===== src/rtl/xpu_sched_pkg.sv =====
// Shared definitions for the TX queue scheduler.
//   NUM_Q      : number of queues/slices (only 4 supported)
//   QID_W      : width of a queue id
//   CW_EXP_W   : contention-window exponent field width
//   RETRY_W    : retry counter field width
//   TIMEOUT_W  : tx watchdog width (microseconds)
//   sched_state_t : scheduler FSM states
package xpu_sched_pkg;

    localparam int unsigned NUM_Q     = 4;
    localparam int unsigned QID_W     = 2;
    localparam int unsigned CW_EXP_W  = 4;
    localparam int unsigned RETRY_W   = 4;
    localparam int unsigned TIMEOUT_W = 12;

    typedef enum logic [1:0] {
        ST_IDLE,
        ST_GRANT,
        ST_WAIT_DONE,
        ST_UPDATE
    } sched_state_t;

endpackage


===== src/rtl/rr_arbiter4.sv =====
// Combinational 4-way round-robin arbiter.
//   req       : request vector, one bit per queue
//   ptr       : last granted queue; search starts at ptr+1 (mod 4)
//   gnt_id    : selected queue (0 when nothing requested)
//   gnt_valid : at least one request present
module rr_arbiter4
    import xpu_sched_pkg::*;
(
    input  logic [NUM_Q-1:0] req,
    input  logic [QID_W-1:0] ptr,
    output logic [QID_W-1:0] gnt_id,
    output logic             gnt_valid
);

    logic [QID_W-1:0] cand;

    // Walk the queues in priority order; the first requester found wins.
    always_comb begin
        gnt_id    = '0;
        gnt_valid = 1'b0;
        cand      = '0;
        for (int unsigned k = 0; k < NUM_Q; k++) begin
            cand = ptr + QID_W'(k + 1);
            if (!gnt_valid && req[cand]) begin
                gnt_id    = cand;
                gnt_valid = 1'b1;
            end
        end
    end

endmodule


===== src/rtl/tx_queue_scheduler.sv =====
// Per-queue transmit scheduler with CW/retry bookkeeping.
// Grants one eligible queue (round-robin) to the tx engine, waits for the
// end-of-exchange pulse or a microsecond watchdog, then updates that queue's
// contention-window exponent and retry counter.
//   clk, rst          : clock, synchronous active-high reset
//   tsf_pulse_1M      : 1 us tick for the watchdog
//   q_pending         : queue i has a frame ready
//   tx_allowed        : queue i has finished backoff
//   cw_min_exp/max    : configured CW exponent bounds
//   retry_limit       : max retransmissions per frame
//   tx_timeout_us     : watchdog limit (0 disables)
//   tx_done/tx_ack_ok : end-of-exchange pulse and its ACK outcome
//   tx_start/tx_qid   : grant pulse and granted queue
//   cw_exp_all        : packed per-queue CW exponents
//   retry_cnt_all     : packed per-queue retry counts
//   tx_success/drop   : outcome pulses, evt_qid names the queue
//   busy              : scheduler not idle
module tx_queue_scheduler #(
    parameter int unsigned NUM_Q         = xpu_sched_pkg::NUM_Q,
    parameter int unsigned CW_EXP_WIDTH  = xpu_sched_pkg::CW_EXP_W,
    parameter int unsigned RETRY_WIDTH   = xpu_sched_pkg::RETRY_W,
    parameter int unsigned TIMEOUT_WIDTH = xpu_sched_pkg::TIMEOUT_W
) (
    input  logic                            clk,
    input  logic                            rst,
    input  logic                            tsf_pulse_1M,
    input  logic [NUM_Q-1:0]                q_pending,
    input  logic [NUM_Q-1:0]                tx_allowed,
    input  logic [CW_EXP_WIDTH-1:0]         cw_min_exp,
    input  logic [CW_EXP_WIDTH-1:0]         cw_max_exp,
    input  logic [RETRY_WIDTH-1:0]          retry_limit,
    input  logic [TIMEOUT_WIDTH-1:0]        tx_timeout_us,
    input  logic                            tx_done,
    input  logic                            tx_ack_ok,
    output logic                            tx_start,
    output logic [1:0]                      tx_qid,
    output logic [NUM_Q*CW_EXP_WIDTH-1:0]   cw_exp_all,
    output logic [NUM_Q*RETRY_WIDTH-1:0]    retry_cnt_all,
    output logic                            tx_success,
    output logic                            tx_drop,
    output logic [1:0]                      evt_qid,
    output logic                            busy
);

    import xpu_sched_pkg::*;

    sched_state_t state, state_next;

    logic [1:0]               last_grant;
    logic                     ack_ok_q;
    logic [TIMEOUT_WIDTH-1:0] watchdog;
    logic [CW_EXP_WIDTH-1:0]  cw_q    [NUM_Q];
    logic [RETRY_WIDTH-1:0]   retry_q [NUM_Q];

    logic [NUM_Q-1:0]         eligible;
    logic [1:0]               arb_id;
    logic                     arb_valid;

    logic [CW_EXP_WIDTH-1:0]  eff_min;
    logic                     wd_expired;

    logic                     grant_take;
    logic                     finish;
    logic                     finish_ack;
    logic                     tx_start_next;
    logic                     busy_next;

    logic [CW_EXP_WIDTH-1:0]  cw_cur;
    logic [CW_EXP_WIDTH:0]    cw_inc;
    logic [CW_EXP_WIDTH-1:0]  cw_fail;
    logic [RETRY_WIDTH-1:0]   retry_cur;
    logic [RETRY_WIDTH:0]     retry_inc;
    logic                     upd_success;
    logic                     upd_drop;
    logic                     upd_backoff;

    assign eligible   = q_pending & tx_allowed;
    assign eff_min    = (cw_min_exp < cw_max_exp) ? cw_min_exp : cw_max_exp;
    assign wd_expired = (tx_timeout_us != '0) && (watchdog == tx_timeout_us);

    rr_arbiter4 u_arb (
        .req       (eligible),
        .ptr       (last_grant),
        .gnt_id    (arb_id),
        .gnt_valid (arb_valid)
    );

    // Next-state and registered-output decode.
    always_comb begin
        state_next    = state;
        grant_take    = 1'b0;
        finish        = 1'b0;
        finish_ack    = 1'b0;
        tx_start_next = 1'b0;
        case (state)
            ST_IDLE: begin
                if (arb_valid) begin
                    state_next = ST_GRANT;
                    grant_take = 1'b1;
                end
            end
            ST_GRANT: begin
                state_next    = ST_WAIT_DONE;
                tx_start_next = 1'b1;
            end
            ST_WAIT_DONE: begin
                // tx_done takes precedence over a coincident watchdog expiry
                if (tx_done) begin
                    state_next = ST_UPDATE;
                    finish     = 1'b1;
                    finish_ack = tx_ack_ok;
                end else if (wd_expired) begin
                    state_next = ST_UPDATE;
                    finish     = 1'b1;
                    finish_ack = 1'b0;
                end
            end
            ST_UPDATE: begin
                state_next = ST_IDLE;
            end
            default: begin
                state_next = ST_IDLE;
            end
        endcase
        busy_next = (state_next != ST_IDLE);
    end

    // Outcome decode for the granted queue. Widened adders keep the
    // saturation/limit compares free of wrap-around.
    always_comb begin
        cw_cur      = cw_q[tx_qid];
        retry_cur   = retry_q[tx_qid];
        cw_inc      = {1'b0, cw_cur} + (CW_EXP_WIDTH+1)'(1);
        cw_fail     = (cw_inc > {1'b0, cw_max_exp}) ? cw_max_exp
                                                    : cw_inc[CW_EXP_WIDTH-1:0];
        retry_inc   = {1'b0, retry_cur} + (RETRY_WIDTH+1)'(1);
        upd_success = (state == ST_UPDATE) && ack_ok_q;
        upd_drop    = (state == ST_UPDATE) && !ack_ok_q &&
                      (retry_inc > {1'b0, retry_limit});
        upd_backoff = (state == ST_UPDATE) && !ack_ok_q &&
                      !(retry_inc > {1'b0, retry_limit});
    end

    // State register and registered control outputs.
    always_ff @(posedge clk) begin
        if (rst) begin
            state      <= ST_IDLE;
            last_grant <= 2'd3;
            tx_qid     <= '0;
            ack_ok_q   <= 1'b0;
            tx_start   <= 1'b0;
            tx_success <= 1'b0;
            tx_drop    <= 1'b0;
            evt_qid    <= '0;
            busy       <= 1'b0;
            watchdog   <= '0;
        end else begin
            state      <= state_next;
            busy       <= busy_next;
            tx_start   <= tx_start_next;
            tx_success <= upd_success;
            tx_drop    <= upd_drop;
            if (upd_success || upd_drop) begin
                evt_qid <= tx_qid;
            end
            if (grant_take) begin
                tx_qid     <= arb_id;
                last_grant <= arb_id;
            end
            if (finish) begin
                ack_ok_q <= finish_ack;
            end
            if (state == ST_GRANT) begin
                watchdog <= '0;
            end else if ((state == ST_WAIT_DONE) && tsf_pulse_1M) begin
                watchdog <= watchdog + TIMEOUT_WIDTH'(1);
            end
        end
    end

    // Per-queue CW exponent and retry counters.
    always_ff @(posedge clk) begin
        if (rst) begin
            for (int unsigned i = 0; i < NUM_Q; i++) begin
                cw_q[i]    <= eff_min;
                retry_q[i] <= '0;
            end
        end else if (upd_success || upd_drop) begin
            cw_q[tx_qid]    <= eff_min;
            retry_q[tx_qid] <= '0;
        end else if (upd_backoff) begin
            cw_q[tx_qid]    <= cw_fail;
            retry_q[tx_qid] <= retry_inc[RETRY_WIDTH-1:0];
        end
    end

    always_comb begin
        cw_exp_all    = '0;
        retry_cnt_all = '0;
        for (int unsigned i = 0; i < NUM_Q; i++) begin
            cw_exp_all[i*CW_EXP_WIDTH +: CW_EXP_WIDTH]   = cw_q[i];
            retry_cnt_all[i*RETRY_WIDTH +: RETRY_WIDTH] = retry_q[i];
        end
    end

endmodule


===== config.mk =====
export PLATFORM = sky130hd
export DESIGN_NAME = tx_queue_scheduler
export DESIGN_NICKNAME = d
export VERILOG_FILES = /design/src/rtl/xpu_sched_pkg.sv /design/src/rtl/rr_arbiter4.sv /design/src/rtl/tx_queue_scheduler.sv
export SDC_FILE = /design/constraint.sdc
export NUM_CORES = 1
export LEC_CHECK = 0
export ABC_AREA = 0
export BUFFER_PORTS_ARGS = -buffer_cell sky130_fd_sc_hd__buf_4
export CORE_MARGIN = 3
export CORE_UTILIZATION = 40
export CTS_CLUSTER_DIAMETER = 60
export CTS_CLUSTER_SIZE = 14
export DETAILED_ROUTE_END_ITERATION = 7
export SLEW_MARGIN = 10
export SYNTH_ARGS = -nofsm -noshare
export SYNTH_HDL_FRONTEND = slang
export SYNTH_HIERARCHICAL = 1
export SYNTH_SLANG_ARGS = --single-unit
export TNS_END_PERCENT = 100

===== constraint.sdc =====
create_clock -name clk -period 3.3 [get_ports clk]
set_input_delay 0.66 -clock clk [delete_from_list [all_inputs] [get_ports clk]]
set_output_delay 0.66 -clock clk [all_outputs]
set_load 0.05 [all_outputs]

==> metrics.yaml <==
run_status:
  status: "complete, no violations"
worst_setup_path:
  critPathRequiredTime_ns: 3.36
  crit_path_end_kind: "register"
  cp.arrival_ns: 3.23
  worst_r2r_path_depth: 11
  rr_startpoint: "retry_q[3][1]"
  r2r_end: "cw_q[0][2]"
  start_kind: "register"
  crit_type: "reg2reg"
  cp_max_fo: 7
  rrSetupSlack_ns: 0.13
  timing.critical_path.from: "retry_q[3][1]"
synth:
  yosys-top-cells-area: "edfxtp_1 29%, dfxtp_1 16%, ha_1 7.2%"
  postSynth.asyncResetShare_pct: 0
  ys_ff_latch: 59
  yosys.area.top_type: "edfxtp_1"
  synth.distinct_cells: 48
  synth_area_um2: 3300
  syn-num-nets: 363
  ys_seq_area_share_pct: 45.5
  synthCells: 307
  yosys.area.top_type_share_pct: 29.1
  yosys_warnings: 6
  synthFlopType: "edfxtp_1"
  synth_edf_count: 32
  synth.avg_cell_area_um2: 10.7
global_routing:
  grt-busiest-layer: "met2"
  grt_max_degree: 18
  grt_pass1_vias: 2656
  grt_overflow: 0
  use_met3_pct: 4.69
  grt_util_met2_pct: 26.6
  grt_pass1_wl_um: 13000
  gr-usage-met1_pct: 23.3
  track_usage_pct: 17.0
  antenna_found_initial: 0
min_path:
  hold_path_class: "reg2reg"
  min_to: "evt_qid[0]"
  hold_depth: 2
  min_from: "evt_qid[0]"
clocking:
  path_clk_slew_ns: 0.07
  cts.path.max_buffers: 2
  cts-hold-fix-buffers: 0
  clkLatencyLatePin_ns: 0.34
  numCtsBuffers: 9
  clockRootBuffer: "clkbuf_8"
  htree_levels: 3
  cts.sink_count: 59
  cts_tree: "built"
floorplanning:
  core_area_um2: 7850
  initial_utilization_pct: 42.0
  die_h_um: 96.8
  die_x_um: 96.8
  row_count: 32
  design.portCount: 77
  dieArea_um2: 9370
timing:
  max_freq_mhz: 315
  min_period_ns: 3.17
  worst_pin_slew_ns: 0.462
  setup_viol: 0
  relSlewSlack_pct: 68.3
  maxSlewViolCount: 0
  fin_hold_ws_ns: 0.507
  skew_ns: 0.00775
  finalCritPeriodShare_pct: 96.1
  rsz0062_at_grt: "true"
  hold_viol_final: 0
  tns_ns: 0
drt:
  drc_errors: 0
  wire_per_inst_um: 15.4
  dr.first_iter.drc_count: 141
  finalWirelength_um: 7870
  post_drt_via_cell_ratio: 5.12
  num_vias: 2610
  ant_nets: 0
  firstDrtPassIters: 4
finish:
  instances_no_fill: 510
  syn2layout_area_growth_pct: 30.0
  finish.net_count: 459
  drive_above_1_share_pct: 30.4
  num_antenna_cells: 0
pwr:
  p_leak_uw: 0.00191
  powerDensity_nw_per_um2: 533
  ir_drop_mv: 0.262
place:
  placedCellCount: 493
  io_buffers: 76
  place_congestion: 0.830
  hpwl_um: 6180
job:
  maxCapViolCount: 0
-- flip-flops by register name, summed over array words and instances (netlist names), named ones only --
| register | cells |
|---|---|
| cw_q | 16 |
| retry_q | 16 |
| watchdog | 12 |
| evt_qid | 2 |
| last_grant | 2 |
| state | 2 |
| tx_qid | 2 |
| ack_ok_q | 1 |
| busy | 1 |
| tx_drop | 1 |
| tx_start | 1 |
| tx_success | 1 |
-- power breakdown --
| group | switching, µW | leakage, µW | internal [µW] |
|---|---|---|---|
| Combinational | 428 | 0.00126 | 336 |
| Clock | 271 | 0.0000989 | 359 |
| Sequential | 54.8 | 0.000542 | 836 |
| Total | 753 | 0.00191 | 1530 |
-- metal layers --
metal / share of wire (%) / vias up / routed length [µm]
met5: 0 / - / 0
met4: 1.3 / 0 / 102
met3: 5.7 / 10 / 447
met2: 46 / 77 / 3590
met1: 47 / 1232 / 3730
li1: - / 1291 / -
-- cells in the mapped netlist, types with 2 or more instances --
library cell / number
a21o_1: 3
a21oi_1: 19
a22oi_1: 3
and2_1: 7
buf_6: 2
clkbuf_1: 3
dfxtp_1: 27
edfxtp_1: 32
ha_1: 19
inv_1: 22
mux2i_1: 21
mux4_1: 6
nand2_1: 23
nand2b_1: 9
nand3_1: 9
nand4_1: 2
nor2_1: 34
nor2b_1: 2
nor3_1: 2
nor4_1: 5
o21ai_0: 6
or3_1: 4
xnor2_1: 8
xor2_1: 15
-- through the flow --
step	setup WS [ns]	utilization (%)	power (µW)	instance area (µm²)
after global placement	0.0657	51.7	1620	4060
after floorplan	0.0375	-	1380	3300
after detailed placement	-0.000174	51.7	1630	4060
after CTS	0.0117	54.4	2270	4270
final	0.128	54.6	2280	4290
after global routing	-0.0212	54.6	2410	4290
-- worst max-delay path: stages (launching register included) --
cell and delay, ns:
edfxtp_1 0.42, mux4_2 0.51, ha_1 0.25, xor2_1 0.18, ha_1 0.21, a2111oi_2 0.34
o32ai_1 0.14, buf_4 0.16, nor3_4 0.21, buf_12 0.14, o221a_2 0.23, a22oi_1 0.09
-- cell type report --
| type | instances | area, µm² |
|---|---|---|
| Multi-Input combinational cell | 221 | 1690 |
| Tap cell | 102 | 128 |
| Clock inverter | 1 | 5.00 |
| Timing Repair Buffer | 90 | 688 |
| Clock buffer | 15 | 188 |
| Fill cell | 740 | 3560 |
| Sequential cell | 59 | 1500 |
| Inverter | 22 | 82.6 |
-- cells in the final DEF (no fill, tap or decap), types with 2 or more instances in the layout --
| master | Yosys | final |
|---|---|---|
| mux4_2 | 1 | 6 |
| clkbuf_8 | 0 | 11 |
| ha_1 | 19 | 18 |
| nor2_1 | 34 | 34 |
| or3_1 | 4 | 4 |
| xnor2_2 | 0 | 2 |
| and2_1 | 7 | 7 |
| clkbuf_1 | 3 | 3 |
| dfxtp_1 | 27 | 26 |
| xnor2_1 | 8 | 6 |
| nor3_1 | 2 | 2 |
| nand2_1 | 23 | 23 |
| inv_1 | 22 | 22 |
| nor2b_1 | 2 | 2 |
| nand2b_1 | 9 | 9 |
| edfxtp_1 | 32 | 32 |
| a21o_1 | 3 | 3 |
| xor2_1 | 15 | 15 |
| a21oi_1 | 19 | 19 |
| buf_4 | 0 | 89 |
| o21ai_0 | 6 | 6 |
| a22oi_1 | 3 | 3 |
| nor4_1 | 5 | 5 |
| nand4_1 | 2 | 2 |
| mux2i_1 | 21 | 21 |
| nand3_1 | 9 | 9 |
-- logic make-up (layout without fill, tap and decap cells) --
group / count (synthesis) / after routing / synth area share, %
adders and majority gates: 19 / 19 / 7.21
DFF: 59 / 59 / 45.5
buffers and inverters: 27 / 128 / 3.53
and+or+nand+nor: 103 / 103 / 15.3
xor gates and xnor gates: 23 / 23 / 6.11
muxes: 30 / 30 / 12.6
AOI/OAI and AO/OA: 46 / 46 / 9.68
-- worst max-delay path by stage --
stage                    end  slack [ns]  cells after the start
6_report          cw_q[0][2]        0.13                     11
4_1_cts           cw_q[0][2]        0.01                     11
3_5_place_dp      cw_q[2][2]     -0.0002                      9
5_1_grt        retry_q[2][3]       -0.02                     14
2_1_floorplan     cw_q[0][2]        0.04                      9
3_3_place_gp      cw_q[1][3]        0.07                      9
-- timing repair --
action | CTS | global route
setup endpoints to repair | 12 | 32
setup buffers | 1 | 0
pin swaps | 1 | 1
gates resized for setup | 1 | 11
cloned | 0 | 0
Note: power is estimated with default switching activity, not from simulation.
